===== src/rtl/uart_receiver_if.sv =====
// Serial receive port bundle: the RxD pin in, received byte and status strobes out.
// The master modport is the receiver; the slave modport is the line driver and byte consumer.
interface uart_receiver_if;
  logic       RxD;
  logic [7:0] RxD_data;
  logic       RxD_data_ready;
  logic       RxD_frame_error;
  logic       RxD_busy;

  modport master (
    input  RxD,
    output RxD_data,
    output RxD_data_ready,
    output RxD_frame_error,
    output RxD_busy
  );

  modport slave (
    output RxD,
    input  RxD_data,
    input  RxD_data_ready,
    input  RxD_frame_error,
    input  RxD_busy
  );
endinterface


===== src/rtl/uart_receiver.sv =====
// 8N1 UART receiver: 16x oversampling from a phase-accumulator tick, mid-bit start
// validation, one-cycle data-ready and framing-error strobes.
module uart_receiver #(
  parameter int ClkFrequency = 12000000,
  parameter int Baud         = 115200,
  parameter int Oversampling = 16
) (
  input  logic           clk,
  input  logic           rst,
  uart_receiver_if.master rx
);

  // Rounded increment so the carry rate approximates Baud*Oversampling.
  localparam longint unsigned INC_WIDE =
    ((longint'(Baud) * longint'(Oversampling) * 64'd65536) + longint'(ClkFrequency / 2))
    / longint'(ClkFrequency);
  localparam logic [16:0] INC = 17'(INC_WIDE);

  typedef enum logic [2:0] {
    ST_IDLE  = 3'd0,
    ST_START = 3'd1,
    ST_DATA  = 3'd2,
    ST_STOP  = 3'd3,
    ST_BREAK = 3'd4
  } state_t;

  logic [1:0]  sync_r;
  logic        rx_s;
  logic [16:0] acc_r;
  logic        tick_s;

  state_t      state_r, state_s;
  logic [3:0]  os_cnt_r, os_cnt_s;
  logic [2:0]  bit_cnt_r, bit_cnt_s;
  logic [7:0]  sr_r, sr_s;
  logic [7:0]  data_r, data_s;
  logic        ready_r, ready_s;
  logic        ferr_r, ferr_s;
  logic        busy_r, busy_s;

  assign rx_s   = sync_r[1];
  assign tick_s = acc_r[16];

  // Two-flop synchronizer on the asynchronous line; idles high out of reset.
  always_ff @(posedge clk or posedge rst) begin
    if (rst) begin
      sync_r <= 2'b11;
    end else begin
      sync_r <= {sync_r[0], rx.RxD};
    end
  end

  // Free-running phase accumulator; the carry bit is the oversampling tick.
  always_ff @(posedge clk or posedge rst) begin
    if (rst) begin
      acc_r <= 17'd0;
    end else begin
      acc_r <= {1'b0, acc_r[15:0]} + INC;
    end
  end

  // Frame state, counters, shift register and registered outputs.
  always_ff @(posedge clk or posedge rst) begin
    if (rst) begin
      state_r   <= ST_IDLE;
      os_cnt_r  <= 4'd0;
      bit_cnt_r <= 3'd0;
      sr_r      <= 8'h00;
      data_r    <= 8'h00;
      ready_r   <= 1'b0;
      ferr_r    <= 1'b0;
      busy_r    <= 1'b0;
    end else begin
      state_r   <= state_s;
      os_cnt_r  <= os_cnt_s;
      bit_cnt_r <= bit_cnt_s;
      sr_r      <= sr_s;
      data_r    <= data_s;
      ready_r   <= ready_s;
      ferr_r    <= ferr_s;
      busy_r    <= busy_s;
    end
  end

  // Next-state and next-output decode; all decisions happen on tick cycles only.
  always_comb begin
    state_s   = state_r;
    os_cnt_s  = os_cnt_r;
    bit_cnt_s = bit_cnt_r;
    sr_s      = sr_r;
    data_s    = data_r;
    ready_s   = 1'b0;
    ferr_s    = 1'b0;

    case (state_r)
      ST_IDLE: begin
        if (tick_s && !rx_s) begin
          state_s  = ST_START;
          os_cnt_s = 4'd0;
        end else begin
          state_s  = ST_IDLE;
        end
      end

      ST_START: begin
        if (tick_s) begin
          if (os_cnt_r == 4'd7) begin
            os_cnt_s  = 4'd0;
            bit_cnt_s = 3'd0;
            if (rx_s) begin
              state_s = ST_IDLE;
            end else begin
              state_s = ST_DATA;
            end
          end else begin
            os_cnt_s = os_cnt_r + 4'd1;
          end
        end else begin
          os_cnt_s = os_cnt_r;
        end
      end

      ST_DATA: begin
        if (tick_s) begin
          os_cnt_s = os_cnt_r + 4'd1;
          if (os_cnt_r == 4'd15) begin
            sr_s = {rx_s, sr_r[7:1]};
            if (bit_cnt_r == 3'd7) begin
              state_s  = ST_STOP;
              os_cnt_s = 4'd0;
            end else begin
              bit_cnt_s = bit_cnt_r + 3'd1;
            end
          end else begin
            sr_s = sr_r;
          end
        end else begin
          os_cnt_s = os_cnt_r;
        end
      end

      ST_STOP: begin
        if (tick_s) begin
          os_cnt_s = os_cnt_r + 4'd1;
          // Leaving at mid stop bit lets a back-to-back start edge be caught.
          if (os_cnt_r == 4'd15) begin
            if (rx_s) begin
              data_s  = sr_r;
              ready_s = 1'b1;
              state_s = ST_IDLE;
            end else begin
              ferr_s  = 1'b1;
              state_s = ST_BREAK;
            end
          end else begin
            state_s = ST_STOP;
          end
        end else begin
          os_cnt_s = os_cnt_r;
        end
      end

      ST_BREAK: begin
        if (tick_s && rx_s) begin
          state_s = ST_IDLE;
        end else begin
          state_s = ST_BREAK;
        end
      end

      default: begin
        state_s = ST_IDLE;
      end
    endcase

    busy_s = (state_s != ST_IDLE);
  end

  assign rx.RxD_data        = data_r;
  assign rx.RxD_data_ready  = ready_r;
  assign rx.RxD_frame_error = ferr_r;
  assign rx.RxD_busy        = busy_r;

endmodule


===== src/flat_wrapper.sv =====
// flat-port wrapper written by rule: the top's interface ports become plain ports
module uart_receiver_flat 
#(
  parameter int ClkFrequency = 12000000,
  parameter int Baud         = 115200,
  parameter int Oversampling = 16
)
  (clk, rst, rx_RxD, rx_RxD_data, rx_RxD_data_ready, rx_RxD_frame_error, rx_RxD_busy);
  uart_receiver_if rx_i ();
  input  logic clk;
  input  logic rst;
  input wire logic [$bits(rx_i.RxD)-1:0] rx_RxD;
  output wire logic [$bits(rx_i.RxD_data)-1:0] rx_RxD_data;
  output wire logic [$bits(rx_i.RxD_data_ready)-1:0] rx_RxD_data_ready;
  output wire logic [$bits(rx_i.RxD_frame_error)-1:0] rx_RxD_frame_error;
  output wire logic [$bits(rx_i.RxD_busy)-1:0] rx_RxD_busy;
  assign rx_i.RxD = rx_RxD;
  assign rx_RxD_data = rx_i.RxD_data;
  assign rx_RxD_data_ready = rx_i.RxD_data_ready;
  assign rx_RxD_frame_error = rx_i.RxD_frame_error;
  assign rx_RxD_busy = rx_i.RxD_busy;
  uart_receiver #(.ClkFrequency(ClkFrequency), .Baud(Baud), .Oversampling(Oversampling)) u_core (.clk(clk), .rst(rst), .rx(rx_i));
endmodule

===== config.mk =====
export PLATFORM = sky130hd
export DESIGN_NAME = uart_receiver_flat
export DESIGN_NICKNAME = d
export VERILOG_FILES = /design/src/rtl/uart_receiver_if.sv /design/src/rtl/uart_receiver.sv /design/src/flat_wrapper.sv
export SDC_FILE = /design/constraint.sdc
export NUM_CORES = 1
export LEC_CHECK = 0
export CORE_ASPECT_RATIO = 0.75
export CORE_MARGIN = 3
export CORE_UTILIZATION = 50
export CTS_BUF_LIST = sky130_fd_sc_hd__clkbuf_8
export CTS_CLUSTER_SIZE = 12
export DETAILED_ROUTE_END_ITERATION = 12
export GPL_TIMING_DRIVEN = 1
export MAX_ROUTING_LAYER = met4
export PLACE_DENSITY = 0.69
export RECOVER_POWER = 25
export SLEW_MARGIN = 30
export SYNTH_ARGS = -nofsm -noshare
export SYNTH_HDL_FRONTEND = slang
export SYNTH_SLANG_ARGS = --single-unit

===== constraint.sdc =====
create_clock -name clk -period 2.1 [get_ports clk]
set_input_delay 0.21 -clock clk [delete_from_list [all_inputs] [get_ports clk]]
set_output_delay 0.21 -clock clk [all_outputs]
set_load 0.02 [all_outputs]

; ---- Word-level counts from Yosys, hierarchy flattened
; Cells that the tools add are included.
[classes]
add_sub_neg = 3
eq_ne = 14
n_mux = 34
reduce_logical = 11
[op_table]
columns = op, count
row1 = $mux 3, 14
row2 = $mux 4, 7
row3 = $add 16x14->17 const B, 1
row4 = $pmux 4 s4, 1
row5 = $pmux 3 s5, 1
row6 = $ne 2x1->1 const B, 6
row7 = $mux 1, 9
row8 = $eq 3x2->1 const B, 2
row9 = $eq 3x3->1 const B, 2
row10 = $pmux 3 s2, 1
row11 = $reduce_and 6->1, 1
row12 = $reduce_and 5->1, 1
row13 = $add 4x1->4 const B, 1
row14 = $eq 4x3->1 const B, 1
row15 = $eq 4x4->1 const B, 1
row16 = $reduce_and 4->1, 1
row17 = $reduce_bool 4->1, 1
row18 = $add 3x1->3 const B, 1
row19 = $eq 3x1->1 const B, 1
row20 = $logic_not 3->1, 1
row21 = $reduce_and 3->1, 1
row22 = $reduce_bool 3->1, 1
row23 = $logic_and 1x1->1, 2
row24 = $mux 2, 1
row25 = 3 further kinds, 3
[word_totals]
ff_bits = 48
output_inout_bits = 11
wordCells = 72

; ---- Logic depth before layout (Yosys ltp)
; Gate-level depths: netlist (run 1).
[logic_depth]
word_depth = 6
depth_mapped = 6
ltp_nobuf = 6

; ---- Least setup slack after synthesis (run 1)
; Ideal clock, no wire load.
[synth_path]
path_kind = reg2reg
startpoint = register u_core.os_cnt_r[0]
endpoint = register u_core.sr_r[0]
setup_ns = 0.125
arrival_ns = 1.552
slack_ns = 0.423
path_stages_with_launch = 6
synth_period_minus_slack_ns = 1.677
path_cell_list = dfrtp_1 > ha_1 > nand4_2 > or3_1 > buf_6 > mux2_4
[synth_via]
elab_chain_len = 2
[synth_rtl]
columns = element, line
row1 = from (decl), uart_receiver.sv:33  ; logic [3:0] os_cnt_r, os_cnt_s;
row2 = from (signal assigned), uart_receiver.sv:75  ; os_cnt_r <= os_cnt_s;
row3 = $eq 4x4->1, uart_receiver.sv:126  ; if (os_cnt_r == 4'd15) begin
row4 = $reduce_and 3->1 (no source line), -
row5 = to (signal assigned), uart_receiver.sv:77  ; sr_r <= sr_s;
row6 = to (decl), uart_receiver.sv:35  ; logic [7:0] sr_r, sr_s;
; Every way passes these cells.
; A chain may end at the register's enable or synchronous reset.

; ---- Worst setup path after layout (run 1)
[layout_path]
startpoint = register u_core.os_cnt_r[0]
endpoint = register u_core.sr_r[5]
; Same word-level chain as after synthesis.

==> flow_summary.rst, run 1 <==
.. list-table::
   :header-rows: 1

   * - Metric
     - Value
   * - Die span in y
     - 61.9 µm
   * - Overall fraction of global-route tracks in use
     - 16.0%
   * - Global route overflow
     - 0
   * - CTS Buffer Depth
     - 2
   * - Share of flip-flops with an asynchronous set or reset after synthesis
     - 100%
   * - Reg-to-Reg Start
     - u_core.os_cnt_r[0]$_DFFE_PP0P_
   * - Max cap viols
     - 0
   * - Transition time of the tightest slew-check pin
     - 739 ps
   * - IO Port Bufs
     - 13
   * - Horizontal die dimension
     - 80.5 µm
   * - Post-CTS repair timing setup buffer count
     - 0
   * - Highest attainable clock frequency
     - 510 MHz
   * - Total Die Area
     - 4980 µm²
   * - Internal power consumption
     - 1.44 mW
   * - Antenna Cells
     - 0
   * - Logic gate share of total power
     - 10.4%
   * - Via density per instance
     - 5.58
   * - Area leader, netlist
     - dfrtp_1
   * - Distinct cell type count of the synthesized netlist
     - 43
   * - 1st-iter DRT viols
     - 105
   * - Fin. max-slew vios
     - 0
   * - Buffer type at the clock tree root
     - clkbuf_8
   * - Post-detailed-route count of antenna-violating nets
     - 0
   * - Pre-Repair DR Iteration Count
     - 7
   * - Clock sinks
     - 47
   * - Sequential Power Share
     - 54.4%
   * - Clock latency on the worst-skew pair
     - 290 ps
   * - Pin count of the biggest net entering global routing
     - 32
   * - Register Area
     - 1180 µm²
   * - Peak supply drop
     - 0.000474 V
   * - Num rows
     - 19
   * - Total via count after detailed routing
     - 1,301
   * - Data required time of the worst path
     - 2280 ps
   * - Hold Vio Cnt, Final
     - 0
   * - Unrepaired setup endpoints after global routing
     - false
   * - Layout Skew
     - 6.81 ps
   * - RD Place Congestion
     - 0.896
   * - Area of the core region
     - 3830 µm²
   * - Clk pin slew, worst setup/hold paths
     - 80 ps
   * - Synth Net Count
     - 170
   * - Most numerous cell types in the synthesized netlist
     - dfrtp_1, mux2_2, nand2_1, nor2_1, o21ai_0
   * - Delay contributed by the slowest stage of the critical path
     - 590 ps
   * - Most used standard cell by instance count after synthesis
     - dfrtp_1
   * - CTS buffer count
     - 5
   * - Vias in the first global route
     - 1,250
   * - Leakage power
     - 1.08 nW
   * - Top post-synthesis cells by area
     - dfrtp_1, mux2_2, mux2_4
   * - Share of cells above drive strength 1
     - 21.0%
   * - Switching part of the total
     - 24.6%
   * - Fillers
     - 300
   * - Kind of end point of the critical path
     - register
   * - Final period util
     - 93.4%
   * - Antenna violations before repair
     - 0
   * - Combined buffer and inverter count along the critical path
     - 0
   * - Crit start category
     - register
   * - Family of cells with the greatest summed delay on the critical path
     - simple AND/OR/NAND/NOR gates
   * - Crit path max fanout
     - 9
   * - Synthesis warning total
     - 0
   * - Worst min-delay path class
     - primary input to asynchronous set/reset pin
   * - R2R Setup Slk
     - 140 ps
   * - Result of the run
     - completed
   * - Power density relative to cell area
     - 803 nW/µm²
   * - Min Tclk post-route
     - 1960 ps
   * - Highest-delay cell along the critical path
     - or3_1
   * - Register bit count reported by yosys
     - 47
   * - Number of enable-type register cells in the synthesized netlist
     - 0
   * - TritonCTS clock tree
     - yes
   * - # IOs
     - 14
   * - Final setup viols
     - 0
   * - Post-synth top flop
     - dfrtp_1
   * - Initial core utilization
     - 54.4%
   * - WL per Instance
     - 14.7 µm
   * - Hold Buf Count CTS
     - 0
   * - Mean area per synthesized cell
     - 12.8 µm²
   * - Data arrival time of the critical path
     - 2140 ps
   * - Total Negative Setup Slacks
     - 0 ps
   * - Part of the total power dissipated in the clock network
     - 35.1%
   * - Area added between synthesis and finish
     - 13.9%
   * - Worst slew slack as a fraction of its limit
     - 50.7%
   * - Part of the Yosys area used for sequential elements
     - 56.6%
   * - Area of combinational cells with multiple inputs
     - 855 µm²
   * - Worst-path cell chain
     - ha_1 -> nand4_2 -> or3_1 -> mux2_4
   * - Number of nets in the layout
     - 187
   * - Placed wire-length estimate
     - 2.40 mm
   * - Hold Worst Slack
     - 342 ps
   * - Total number of H-tree levels
     - 2
   * - Final routed DRC violation total
     - 0
   * - Gates resized, CTS repair
     - 0
   * - Wire length after detailed routing
     - 3.44 mm
   * - Worst r2r dst
     - u_core.sr_r[5]$_DFFE_PP0P_
   * - Area share of the leading cell type in the synthesized netlist
     - 54.1%
   * - Net switching power
     - 468 µW
   * - Logic depth of the worst register-to-register path
     - 4
   * - Post-Syn Instances
     - 163
   * - Worst Setup Path Type
     - register to register
   * - Post-synthesis instance area
     - 2080 µm²
   * - Wire length of the first global-routing pass
     - 5.73 mm
[kinds of logic after synthesis]
family,count (synthesis),share of synthesized area (%)
flops,47,56.6
simple gates,44,13.2
compound gates,28,8.96
mux,20,11.9
xor+xnor,11,4.63
buf+inv,9,2.29
fa+ha+maj,4,2.41
[power groups by stage]
stage	Sequential (mW)	Combinational (mW)	Clock (mW)
2_1_floorplan	1.01	0.198	0
3_3_place_gp	1.05	0.197	0
3_5_place_dp	1.05	0.204	0
4_1_cts	1.03	0.206	0.692
5_1_grt	1.05	0.218	0.723
6_report	1.04	0.199	0.669
[worst max path at each step]
stage / startpoint / endpoint / slack [ps] / cells past startpoint
global route: u_core.os_cnt_r[0]$_DFFE_PP0P_ / u_core.bit_cnt_r[0]$_DFFE_PP0P_ / 50 / 5
floorplan: u_core.os_cnt_r[0]$_DFFE_PP0P_ / u_core.sr_r[0]$_DFFE_PP0P_ / 420 / 5
detailed placement: u_core.os_cnt_r[0]$_DFFE_PP0P_ / u_core.sr_r[6]$_DFFE_PP0P_ / 180 / 4
finish: u_core.os_cnt_r[0]$_DFFE_PP0P_ / u_core.sr_r[5]$_DFFE_PP0P_ / 140 / 4
CTS: u_core.os_cnt_r[0]$_DFFE_PP0P_ / u_core.sr_r[6]$_DFFE_PP0P_ / 150 / 4
global placement: u_core.os_cnt_r[0]$_DFFE_PP0P_ / u_core.sr_r[5]$_DFFE_PP0P_ / 240 / 4
[placed cells by master, fill, tap and decap left out, types with 2 or more instances in the layout]
master	instances
a21oi_1	4
clkdlybuf4s50_1	11
nor3b_1	2
inv_1	4
nand4_2	2
mux2i_1	3
o21bai_1	2
clkbuf_8	6
dlygate4sd3_1	2
nor2b_1	4
o21ai_0	8
mux2_4	7
ha_1	4
nand2_1	9
dfstp_2	2
xnor2_1	7
a211oi_1	2
xor2_1	4
nor2_1	9
or3_1	2
mux2_2	10
a22o_1	3
nand3_1	3
nand3b_1	2
nor3_1	3
dfrtp_1	45
[metrics by stage]
step	total power [mW]	cells	util, %	cell area [µm²]	setup WS (ps)
after floorplan	1.21	163	-	2080	423
after global placement	1.24	225	59.2	2270	244
after detailed placement	1.25	225	59.2	2270	181
after CTS	1.93	233	62.3	2380	145
after global routing	1.99	233	61.9	2370	46.8
final	1.90	233	61.9	2370	139
[area by class of cell]
type                            count  share of cell area, %
Inverter                            5                  0.792
Timing Repair Buffer               14                   5.70
Sequential cell                    47                   49.7
Multi-Input combinational cell    107                   36.1
Clock inverter                      2                   1.48
Clock buffer                        6                   3.48
Tap cell                           52                   2.75
[registers in the layout (all words and copies together), names as in the netlist]
signal                     flops
u_core.acc_r                  16
u_core.rx.RxD_data             8
u_core.sr_r                    8
u_core.os_cnt_r                4
u_core.bit_cnt_r               3
u_core.state_r                 3
u_core.sync_r                  2
u_core.rx.RxD_busy             1
u_core.rx.RxD_data_ready       1
u_core.rx.RxD_frame_error      1
[per-layer routing]
layer	GRT usage, %	share of wire, %	vias to the layer above
li1	-	-	617
met1	19.9	46	637
met2	25.8	47	41
met3	4.32	5.0	6
met4	5.78	1.2	0
met5	-	0	-
Power figures use the tool's default switching activity.
==> run 2: changes to the inputs <==
- CORE_ASPECT_RATIO: 0.75 -> 1.75
==> run 2 against run 1 <==
Compared with the run above: count of clock-buffer cells in the layout is 1 lower; first-iteration DRC count shrank 80%; flip-flop and latch count unchanged; clock power shrank 18%; critical endpoint is now u_core.sr_r[2]$_DFFE_PP0P_; largest power group unchanged.
==> flow_summary.rst, run 2 (same netlist as run 1, synthesis figures left out) <==
.. list-table::
   :header-rows: 1

   * - Metric
     - Value
   * - Peak supply drop
     - 0.000639 V
   * - Area of combinational cells with multiple inputs
     - 855 µm²
   * - Layout Skew
     - 8.37 ps
   * - Highest-count cells in the layout ignoring fill and taps
     - dfrtp_1, clkdlybuf4s50_1, mux2_2
   * - Fin. max-slew vios
     - 0
   * - Kind of end point of the critical path
     - register
   * - Wire length of the first global-routing pass
     - 6.26 mm
   * - TritonCTS clock tree
     - yes
   * - Combined buffer and inverter count along the critical path
     - 0
   * - Data arrival time of the critical path
     - 2140 ps
   * - Antenna Cells
     - 0
   * - Worst min-delay path class
     - register to register
   * - Num rows
     - 30
   * - Crit path max fanout
     - 9
   * - Min Tclk post-route
     - 1950 ps
   * - Overall fraction of global-route tracks in use
     - 17.5%
   * - Clk pin slew, worst setup/hold paths
     - 90 ps
   * - Highest attainable clock frequency
     - 514 MHz
   * - Leakage power
     - 1.06 nW
   * - Highest-delay cell along the critical path
     - or3_1
   * - Horizontal die dimension
     - 54.8 µm
   * - Area of the core region
     - 3940 µm²
   * - Result of the run
     - completed
   * - Hold Vio Cnt, Final
     - 0
   * - Largest Register
     - u_core.acc_r
   * - Initial core utilization
     - 52.8%
   * - Transition time of the tightest slew-check pin
     - 1110 ps
   * - Post-CTS repair timing setup buffer count
     - 0
   * - Family of cells with the greatest summed delay on the critical path
     - simple AND/OR/NAND/NOR gates
   * - Die span in y
     - 91.3 µm
   * - Gates resized, CTS repair
     - 0
   * - Fillers
     - 313
   * - Clock latency on the worst-skew pair
     - 300 ps
   * - 1st-iter DRT viols
     - 21
   * - IO Port Bufs
     - 13
   * - Worst-path cell chain
     - ha_1 -> nand4_2 -> or3_1 -> mux2_4
   * - Total Die Area
     - 5000 µm²
   * - Wire length after detailed routing
     - 3.47 mm
   * - CTS buffer count
     - 5
   * - Max cap viols
     - 0
   * - Final routed DRC violation total
     - 0
   * - Area added between synthesis and finish
     - 12.8%
   * - Placed wire-length estimate
     - 2.50 mm
   * - Buffer type at the clock tree root
     - clkbuf_8
   * - CTS Buffer Depth
     - 2
   * - Most frequent standard cell in the layout excluding fill and tap cells
     - dfrtp_1
   * - WL per Instance
     - 15.1 µm
   * - Clock sinks
     - 47
   * - Pre-Repair DR Iteration Count
     - 4
   * - Number of nets in the layout
     - 188
   * - Final period util
     - 92.7%
   * - Unrepaired setup endpoints after global routing
     - false
   * - Hold Buf Count CTS
     - 0
   * - Worst slew slack as a fraction of its limit
     - 26.0%
   * - Global route overflow
     - 0
   * - Data required time of the worst path
     - 2300 ps
   * - Pin count of the biggest net entering global routing
     - 48
   * - RD Place Congestion
     - 0.765
   * - Total Negative Setup Slacks
     - 0 ps
   * - Final setup viols
     - 0
   * - Total number of H-tree levels
     - 2
   * - Crit start category
     - register
   * - Total via count after detailed routing
     - 1,276
   * - Flip-flop count of the largest register, all copies and words added
     - 16
   * - Worst Setup Path Type
     - register to register
   * - Post-detailed-route count of antenna-violating nets
     - 0
   * - Final worst-path setup slack
     - 154 ps
   * - Post-placement worst setup slack
     - 157 ps
   * - # IOs
     - 14
   * - Via density per instance
     - 5.55
   * - Vias in the first global route
     - 1,353
   * - Register Area
     - 1180 µm²
   * - Delay contributed by the slowest stage of the critical path
     - 590 ps
   * - Antenna violations before repair
     - 0
   * - Share of cells above drive strength 1
     - 21.4%
   * - Power density relative to cell area
     - 760 nW/µm²
run 2: cell types whose count changed in the layout (fill, tap and decap cells not counted), sizes merged:
cell      change
clkinvlp      +2
buf           +1
bufinv        -1
clkbuf        -1
clkinv        -1
inv           +1
run 2: metal layers:
layer	track usage [%]	share of wire, %	up-vias
li1	-	-	615
met4	5.61	1.7	0
met3	5.25	2.9	5
met1	20.6	41	641
met5	-	0	-
met2	27.6	55	15
run 2: per-stage QoR:
stage	total power [mW]	area (µm²)	hold slack (ps)	utilization, %	instances
finish	1.78	2350	360	59.6	230
global route	1.89	2350	368	59.6	230
CTS	1.81	2350	305	59.6	230
detailed placement	1.26	2260	349	57.3	222
global placement	1.24	2260	347	57.3	222
floorplan	1.21	2080	214	-	163
run 2: path summary, 6_finish.rpt:
path	startpoint	to	slack (ps)	cells after the start
setup / recovery	u_core.os_cnt_r[0]$_DFFE_PP0P_	u_core.sr_r[2]$_DFFE_PP0P_	150	4
hold / removal	u_core.sync_r[0]$_DFF_PP1_	u_core.sync_r[1]$_DFF_PP1_	360	0
setup reg to reg	u_core.os_cnt_r[0]$_DFFE_PP0P_	u_core.sr_r[2]$_DFFE_PP0P_	150	4
hold reg to reg	u_core.sync_r[0]$_DFF_PP1_	u_core.sync_r[1]$_DFF_PP1_	360	0
max in group asynchronous	rst	u_core.rx.RxD_data[5]$_DFFE_PP0P_	720	3
min in group asynchronous	rst	u_core.acc_r[2]$_DFF_PP0_	700	3
run 2: cell type report:
class                   instances  share of cell area (%)
clock buffers                   5                    2.93
clock inverters                 3                    1.01
well taps                      48                    2.56
inverters                       5                   0.800
repair buffers                 15                    6.08
multi-input cells             107                    36.4
flip-flops and latches         47                    50.2
run 2: report_power, final:
part | leakage [nW] | switching, mW | internal (mW)
clock | 0.0408 | 0.309 | 0.238
sequential | 0.604 | 0.0795 | 0.955
combinational | 0.418 | 0.106 | 0.0955
run 2: worst register-to-register path, cell delays in order, from the launching register on:
cell and delay [ps]:
dfrtp_1 400, ha_1 330, nand4_2 150, or3_1 590, mux2_4 380
==> run 3: changes to the inputs <==
- CTS_CLUSTER_SIZE: 12 -> not set
- PLACE_DENSITY: 0.69 -> not set
- PLACE_DENSITY_LB_ADDON: not set -> 0.1
==> run 3 against run 2 <==
Compared with the run above: cell count grew 0.43%; setup slack worse by 14 ps; clock skew decreased by 3.9 ps; global-route usage down 0.71 points; critical path depth is the same; non-clock buffer count is 1 higher; sequential power is essentially flat; count of clock-buffer cells in the layout grew 1; sequential share of layout area shrank 0.69 points; hold slack hardly changed.
==> flow_summary.rst, run 3 (same netlist as run 1, synthesis figures left out) <==
.. list-table::
   :header-rows: 1

   * - Metric
     - Value
   * - 1st-iter DRT viols
     - 25
   * - Total Negative Setup Slacks
     - 0 ps
   * - Crit path max fanout
     - 9
   * - Post-detailed-route count of antenna-violating nets
     - 0
   * - Clk pin slew, worst setup/hold paths
     - 80 ps
   * - Clock sinks
     - 47
   * - Worst min-delay path class
     - primary input to asynchronous set/reset pin
   * - Global route overflow
     - 0
   * - Post-placement worst setup slack
     - 169 ps
   * - Pre-Repair DR Iteration Count
     - 4
   * - Most frequent standard cell in the layout excluding fill and tap cells
     - dfrtp_1
   * - RD Place Congestion
     - 0.854
   * - Non-filler cells, final
     - 231
   * - Min Tclk post-route
     - 1960 ps
   * - Num rows
     - 30
   * - Register Area
     - 1180 µm²
   * - CTS Buffer Depth
     - 2
   * - Area added between synthesis and finish
     - 14.4%
   * - Placed wire-length estimate
     - 2.56 mm
   * - Most Used Layer, Global Route
     - met2
   * - Global-route met2 utilization
     - 26.5%
   * - Gates resized, CTS repair
     - 0
   * - Antenna Cells
     - 0
   * - Share of the core filled with cells in the final layout
     - 60.4%
   * - # IOs
     - 14
   * - Hold Vio Cnt, Final
     - 0
   * - Buffer type at the clock tree root
     - clkbuf_8
   * - Transition time of the tightest slew-check pin
     - 674 ps
   * - Largest Register
     - u_core.acc_r
   * - Pin count of the biggest net entering global routing
     - 29
   * - IO Port Bufs
     - 13
   * - Hold Buf Count CTS
     - 0
   * - Crit start category
     - register
   * - Unrepaired setup endpoints after global routing
     - false
   * - Final worst-path setup slack
     - 140 ps
   * - Post-detailed-placement cell area
     - 2280 µm²
   * - Layout Skew
     - 4.51 ps
   * - Total number of H-tree levels
     - 2
   * - Total via count after detailed routing
     - 1,261
   * - Die span in y
     - 91.3 µm
   * - Fillers
     - 330
   * - Overall fraction of global-route tracks in use
     - 16.7%
   * - Antenna violations before repair
     - 0
   * - Final period util
     - 93.3%
   * - Final routed DRC violation total
     - 0
   * - Result of the run
     - completed
   * - WL per Instance
     - 15.0 µm
   * - Area of the core region
     - 3940 µm²
   * - Share of cells above drive strength 1
     - 21.9%
   * - Max cap viols
     - 0
   * - Power density relative to cell area
     - 804 nW/µm²
   * - TritonCTS clock tree
     - yes
   * - Highest attainable clock frequency
     - 510 MHz
   * - Number of placed cells counting well taps
     - 223
   * - Vias in the first global route
     - 1,333
   * - Total Die Area
     - 5000 µm²
   * - Final setup viols
     - 0
   * - Finished layout cell area
     - 2380 µm²
   * - Fin. max-slew vios
     - 0
   * - Worst slew slack as a fraction of its limit
     - 54.8%
   * - Pwr Total
     - 1.91 mW
   * - Clock latency on the worst-skew pair
     - 290 ps
   * - Via density per instance
     - 5.46
   * - Peak supply drop
     - 0.000651 V
   * - Number of nets in the layout
     - 189
   * - Kind of end point of the critical path
     - register
   * - Met3 GRT Util
     - 3.45%
   * - Met1 track demand over resource
     - 19.7%
   * - Data required time of the worst path
     - 2280 ps
   * - Worst Setup Path Type
     - register to register
   * - Data arrival time of the critical path
     - 2140 ps
   * - Highest-count cells in the layout ignoring fill and taps
     - dfrtp_1, clkdlybuf4s50_1, mux2_2
   * - CTS buffer count
     - 5
   * - Leakage power
     - 1.09 nW
   * - Post-CTS repair timing setup buffer count
     - 0
   * - Flip-flop count of the largest register, all copies and words added
     - 16
   * - Horizontal die dimension
     - 54.8 µm
   * - Initial core utilization
     - 52.8%
   * - Wire length of the first global-routing pass
     - 6.00 mm
   * - Wire length after detailed routing
     - 3.46 mm
   * - Hold Worst Slack
     - 360 ps
   * - Area of combinational cells with multiple inputs
     - 855 µm²
-- run 3: cell types whose count changed in the layout (fill, tap and decap cells not counted), sizes merged --
cell | previous run | this run
clkinvlp | 2 | 0
buf | 1 | 2
bufinv | 0 | 1
clkbuf | 6 | 7
clkinv | 1 | 2
inv | 5 | 4
-- run 3: cell type report --
cell class | instances | area share (%)
Inverter | 5 | 0.789
Tap cell | 48 | 2.52
Clock inverter | 2 | 1.47
Timing Repair Buffer | 16 | 6.31
Sequential cell | 47 | 49.5
Clock buffer | 6 | 3.47
Multi-Input combinational cell | 107 | 35.9
-- run 3: path summary, 6_finish.rpt --
kind                                                startpoint                                end  slack [ps]  cells after the start
worst max-delay path            u_core.os_cnt_r[0]$_DFFE_PP0P_         u_core.sr_r[6]$_DFFE_PP0P_         140                      4
worst min-delay path                                       rst  u_core.rx.RxD_data[5]$_DFFE_PP0P_         360                      2
worst max register to register  u_core.os_cnt_r[0]$_DFFE_PP0P_         u_core.sr_r[6]$_DFFE_PP0P_         140                      4
worst min register to register      u_core.sync_r[0]$_DFF_PP1_         u_core.sync_r[1]$_DFF_PP1_         360                      0
max in group asynchronous                                  rst    u_core.bit_cnt_r[1]$_DFFE_PP0P_         720                      3
min in group clk                    u_core.sync_r[0]$_DFF_PP1_         u_core.sync_r[1]$_DFF_PP1_         360                      0
-- run 3: metal layers --
layer	part of all wire, %	routed length (µm)
met5	0	0
met4	2.0	68
met3	2.5	87
met2	53	1840
met1	42	1460
-- run 3: power by group --
part	internal [mW]	total, mW	leakage, nW	switching [mW]
Clock	0.385	0.674	0.0612	0.289
Combinational	0.0977	0.202	0.423	0.104
Sequential	0.955	1.04	0.604	0.0828
Total	1.44	1.91	1.09	0.476
-- run 3: critical path, stage by stage (launching register included) --
cell     delay (ps)
dfrtp_1         390
ha_1            330
nand4_2         160
or3_1           590
mux2_4          370
